$ cat config.mk
export PLATFORM = sky130hd
export DESIGN_NAME = tdc_readout
export DESIGN_NICKNAME = d
export VERILOG_FILES = /design/src/rtl/tdc_readout.sv
export SDC_FILE = /design/constraint.sdc
export NUM_CORES = 1
export LEC_CHECK = 0
export BUFFER_PORTS_ARGS = -buffer_cell sky130_fd_sc_hd__buf_2
export CAP_MARGIN = 20
export CORE_AREA = 3 3 134 136
export DETAILED_ROUTE_END_ITERATION = 10
export DIE_AREA = 0 0 137 139
export PLACE_DENSITY = 0.69
export SLEW_MARGIN = 30
export SYNTH_ARGS = -nofsm -noshare
export SYNTH_HDL_FRONTEND = slang
export SYNTH_SLANG_ARGS = --single-unit
$ cat constraint.sdc
create_clock -name clk300 -period 3.4 [get_ports clk300]
set_input_delay 0.17 -clock clk300 [delete_from_list [all_inputs] [get_ports clk300]]
set_output_delay 0.17 -clock clk300 [all_outputs]
set_load 0.01 [all_outputs]
$ cat src/rtl/tdc_readout.sv
// TDC channel readout: tags each channel result with the bunch-crossing time,
// buffers it in a small FIFO, handshakes the channel (rstr / tdc_raw_lock) and
// serializes buffered hits as start/19 data/parity/stop frames.
module tdc_readout #(
    parameter int unsigned FIFO_DEPTH = 8,
    parameter int unsigned BIT_CYCLES = 1,
    parameter int unsigned DROP_W     = 8
) (
    input  logic                          clk300,
    input  logic                          reset,
    input  logic                          tdc_rdy,
    input  logic [11:0]                   tdc_out,
    input  logic [6:0]                    bc_time,
    output logic                          rstr,
    output logic                          tdc_raw_lock,
    output logic                          ser_out,
    output logic                          ser_en,
    output logic [$clog2(FIFO_DEPTH):0]   fifo_count,
    output logic [DROP_W-1:0]             drop_cnt
);

    localparam int unsigned PtrW  = $clog2(FIFO_DEPTH);
    localparam int unsigned CntW  = PtrW + 1;
    localparam int unsigned CycW  = (BIT_CYCLES > 1) ? $clog2(BIT_CYCLES) : 1;
    localparam int unsigned WordW = 19;

    typedef enum logic [2:0] {StIdle, StStart, StData, StParity, StStop} state_e;

    logic [WordW-1:0] mem [FIFO_DEPTH];
    logic [PtrW-1:0]  wr_ptr_q, rd_ptr_q;
    logic [CntW-1:0]  count_q, count_d;
    logic [DROP_W-1:0] drop_q, drop_d;
    logic             rstr_q;

    state_e           state_q;
    logic [CycW-1:0]  cyc_q;
    logic [4:0]       bit_q;
    logic [WordW-1:0] shift_q;
    logic             parity_q;
    logic             ser_out_q, ser_en_q, lock_q;

    logic             bit_last, fifo_empty, fifo_full, pop, push, drop;
    logic [WordW-1:0] rd_word;

    // FIFO control: a pop on the same edge frees a slot for an incoming hit.
    always_comb begin
        bit_last   = (cyc_q == CycW'(BIT_CYCLES - 1));
        fifo_empty = (count_q == '0);
        fifo_full  = (count_q == CntW'(FIFO_DEPTH));
        pop        = !fifo_empty &&
                     ((state_q == StIdle) || ((state_q == StStop) && bit_last));
        push       = tdc_rdy && (!fifo_full || pop);
        drop       = tdc_rdy && fifo_full && !pop;
        rd_word    = mem[rd_ptr_q];

        count_d = count_q;
        unique case ({push, pop})
            2'b10:   count_d = count_q + CntW'(1);
            2'b01:   count_d = count_q - CntW'(1);
            default: count_d = count_q;
        endcase

        drop_d = drop_q;
        if (drop && (drop_q != '1)) begin
            drop_d = drop_q + DROP_W'(1);
        end
    end

    // Hit storage; contents need no reset since occupancy is tracked separately.
    always_ff @(posedge clk300) begin
        if (push) begin
            mem[wr_ptr_q] <= {bc_time, tdc_out};
        end
    end

    // Pointers, occupancy, drop counter and channel strobe.
    always_ff @(posedge clk300 or posedge reset) begin
        if (reset) begin
            wr_ptr_q <= '0;
            rd_ptr_q <= '0;
            count_q  <= '0;
            drop_q   <= '0;
            rstr_q   <= 1'b0;
        end else begin
            if (push) wr_ptr_q <= wr_ptr_q + PtrW'(1);
            if (pop)  rd_ptr_q <= rd_ptr_q + PtrW'(1);
            count_q <= count_d;
            drop_q  <= drop_d;
            rstr_q  <= tdc_rdy;
        end
    end

    // Frame serializer; outputs are registered alongside the state they belong to.
    always_ff @(posedge clk300 or posedge reset) begin
        if (reset) begin
            state_q   <= StIdle;
            cyc_q     <= '0;
            bit_q     <= '0;
            shift_q   <= '0;
            parity_q  <= 1'b0;
            ser_out_q <= 1'b0;
            ser_en_q  <= 1'b0;
            lock_q    <= 1'b0;
        end else begin
            if (state_q != StIdle) begin
                cyc_q <= bit_last ? '0 : cyc_q + CycW'(1);
            end
            unique case (state_q)
                StIdle: begin
                    if (pop) begin
                        state_q   <= StStart;
                        shift_q   <= rd_word;
                        parity_q  <= ^rd_word;
                        ser_out_q <= 1'b1;
                        ser_en_q  <= 1'b1;
                        lock_q    <= 1'b1;
                        cyc_q     <= '0;
                    end
                end
                StStart: begin
                    if (bit_last) begin
                        state_q   <= StData;
                        bit_q     <= 5'd18;
                        ser_out_q <= shift_q[WordW-1];
                    end
                end
                StData: begin
                    if (bit_last) begin
                        if (bit_q == 5'd0) begin
                            state_q   <= StParity;
                            ser_out_q <= parity_q;
                        end else begin
                            bit_q     <= bit_q - 5'd1;
                            ser_out_q <= shift_q[WordW-2];
                            shift_q   <= {shift_q[WordW-2:0], 1'b0};
                        end
                    end
                end
                StParity: begin
                    if (bit_last) begin
                        state_q   <= StStop;
                        ser_out_q <= 1'b0;
                    end
                end
                StStop: begin
                    if (bit_last) begin
                        if (pop) begin
                            state_q   <= StStart;
                            shift_q   <= rd_word;
                            parity_q  <= ^rd_word;
                            ser_out_q <= 1'b1;
                        end else begin
                            state_q   <= StIdle;
                            ser_out_q <= 1'b0;
                            ser_en_q  <= 1'b0;
                            lock_q    <= 1'b0;
                        end
                    end
                end
                default: begin
                    state_q   <= StIdle;
                    ser_out_q <= 1'b0;
                    ser_en_q  <= 1'b0;
                    lock_q    <= 1'b0;
                end
            endcase
        end
    end

    assign rstr         = rstr_q;
    assign tdc_raw_lock = lock_q;
    assign ser_out      = ser_out_q;
    assign ser_en       = ser_en_q;
    assign fifo_count   = count_q;
    assign drop_cnt     = drop_q;

endmodule

==> results_dict.tcl <==
set metrics [dict create \
    synthesis.area_um2 8370 \
    start_kind "register" \
    drt_wl_total_mm 15.9 \
    vias 4478 \
    rr_startpoint "rd_ptr_q[0]" \
    yosysWarnings 0 \
    worstPathMaxFanout 18 \
    ant_nets 0 \
    finClkSkew_ns 0.0175 \
    crit_buf_inv 0 \
    slew-limit-headroom 0.451 \
    setup_tns_ns 0 \
    synth_cell_types 44 \
    start_util 0.490 \
    cap_violations 0 \
    synthCells 499 \
    synth_nets 527 \
    root_buffer "clkbuf_16" \
    slew_viol_final 0 \
    synth_top_flop_cell "edfxtp_1" \
    cp_top_family "XOR/XNOR gates" \
    r2r-end "parity_q" \
    final_cell_mix "edfxtp_1 (152), dfrtp_1 (49), nand2_1 (39)" \
    fmax_mhz 356 \
    fin_nets 604 \
    grt_use_total 0.173 \
    gp_congestion 0.777 \
    antenna_found_initial 0 \
    port_buffers 37 \
    hold_class "in2async" \
    grt_max_degree 51 \
    cts_tree "built" \
    ir_drop_mv 0.601 \
    hold_violations 0 \
    startpoint "rd_ptr_q[0]" \
    cellPowerDensity_nw_per_um2 998 \
    grt_pass1_wl_mm 25.5 \
    die_h_um 139 \
    fin_crit_sh 0.826 \
    rsz0062_at_grt "false" \
    dr.pass1.iters 5 \
    critPathCaptureType "register" \
    clock_sinks 202 \
    vias_per_cell 5.49 \
    drive_above_1_share 0.242 \
    core.rowCount 48 \
    area_delta_synth_final_pct 17.1 \
    path_cells "mux4_1, mux2i_1, xnor2_1, xnor2_1, xnor3_1, xnor2_1, o21ai_1" \
    io-pin-count 38 \
    ys_seq_area_frac 0.695 \
    ctsLongestPathBuffers 3 \
    clk_latency_ns 0.50 \
    clk_pin_slew_worst_paths_ns 0.06 \
    post_cts_buffers 0 \
    status "finished, final reports clean" \
    drt_iter0_drc 324 \
    crit_top_cell "xnor2_1" \
    final_common_cell "edfxtp_1" \
    wl_per_cell_um 19.5 \
    crit_path_max_incr_delay_ns 0.76 \
    fin_crit_ns 2.81 \
    synth-async-reset-ratio 0.248 \
    cp.arrival_ns 3.18 \
    route.detailed.drc 0 \
    dp_hpwl_mm 9.41 \
    leakage_nw 3.59 \
    path_depth 7 \
    synth_edf_count 152 \
    antenna_cells 0 \
    tightest_slew_ns 0.818 \
    htreeDepth 1 \
    ff2ff_setup_slack_ns 0.59 \
    cp.required_ns 3.78 \
    grt_pass1_vias 4730 \
    die_area_um2 19000 \
    cts_buffers 22 \
    ff2ff_path_depth 7 \
    syn_area_per_cell_um2 16.8 \
    hold_ws_ns 0.308 \
    core_region_area_um2 17100 \
    synth.ff_latch_count 202 \
    finalSetupViolations 0 \
    criticalPathCategory "reg2reg" \
    die_x_um 137 \
    endpoint "parity_q" \
    overflow 0 \
    slowest_stage "dfrtp_2" \
]
==> cell type report <==
cell class / count / area (um^2)
fillers: 1289 / 7260
flip-flops and latches: 202 / 5820
multi-input cells: 267 / 2390
clock buffers: 29 / 618
repair buffers: 77 / 538
well taps: 225 / 282
clock inverters: 10 / 128
inverters: 6 / 25.0
==> cells in the mapped netlist, drive strengths merged, types with 3 or more instances <==
cell      n  share of area
xor2     11          0.012
nor4      3         0.0022
nand2b    4         0.0030
clkbuf   11         0.0049
mux2i    22          0.028
inv       6         0.0027
nand3     7         0.0042
nor2     31          0.014
a21oi    21          0.013
a31oi     3         0.0022
o21ai    25          0.015
and3      3         0.0022
mux4     38           0.10
edfxtp  152           0.55
nand2    39          0.017
dfrtp    50           0.15
ha        6         0.0090
nor3      8         0.0048
xnor2    26          0.030
mux2      3         0.0040
buf      13          0.016
==> cell families (layout without fill, tap and decap cells) <==
group / count (synthesis) / after routing / share of synthesized area
muxes: 63 / 63 / 0.136
xor gates and xnor gates: 38 / 38 / 0.0441
and+or+nand+nor: 104 / 104 / 0.0555
AOI/OAI and AO/OA: 55 / 55 / 0.0353
adders and majority gates: 7 / 7 / 0.0102
buffers and inverters: 30 / 122 / 0.0239
DFF: 202 / 202 / 0.695
==> repair_timing <==
| action | CTS | global route |
|---|---|---|
| hold buffers | 21 | 0 |
| gates resized for setup | 0 | 0 |
| setup endpoints to repair | 0 | 0 |
| endpoints found under the hold margin | 203 | 0 |
==> worst min-delay path, stage by stage <==
cell and delay (ns):
dlygate4sd3_1 0.53, buf_2 0.13, inv_4 0.46
==> how the worst min path moves through the flow <==
stage / startpoint / to / slack [ns] / cells after the start
floorplan: tdc_rdy / rstr / 0.20 / 0
global placement: tdc_rdy / rstr / 0.36 / 1
detailed placement: reset / drop_cnt[6] / 0.30 / 2
CTS: reset / drop_cnt[6] / 0.33 / 3
global route: reset / drop_cnt[6] / 0.38 / 3
finish: reset / fifo_count[1] / 0.31 / 3
==> metrics by stage <==
stage | setup WS (ns) | util | std cells | total power, mW | area [um^2]
after floorplan | 0.138 | - | 499 | 6.62 | 8370
after global placement | 0.632 | 0.518 | 756 | 7.30 | 8840
after detailed placement | 0.607 | 0.518 | 756 | 7.40 | 8840
after CTS | 0.549 | 0.575 | 816 | 9.89 | 9800
after global routing | 0.432 | 0.575 | 816 | 10.3 | 9800
final | 0.593 | 0.575 | 816 | 9.78 | 9800
==> registers in the layout (all words and copies together), names as in the netlist <==
register	cells
ser_out	1
tdc_raw_lock	1
bit_q	5
drop_cnt	8
rstr	1
fifo_count	4
cyc_q	1
rd_ptr_q	3
shift_q	19
state_q	3
parity_q	1
wr_ptr_q	3
mem	152
==> routing by layer <==
layer,track usage,wire length [um]
met5,0,0
met4,0.0567,489
met3,0.0301,974
met2,0.281,7610
met1,0.238,6850
==> power by group <==
| group | switching, mW | internal [mW] |
|---|---|---|
| Combinational | 1.93 | 1.86 |
| Sequential | 0.367 | 3.21 |
| Clock | 0.916 | 1.50 |
(Power assumes the default switching activity.)
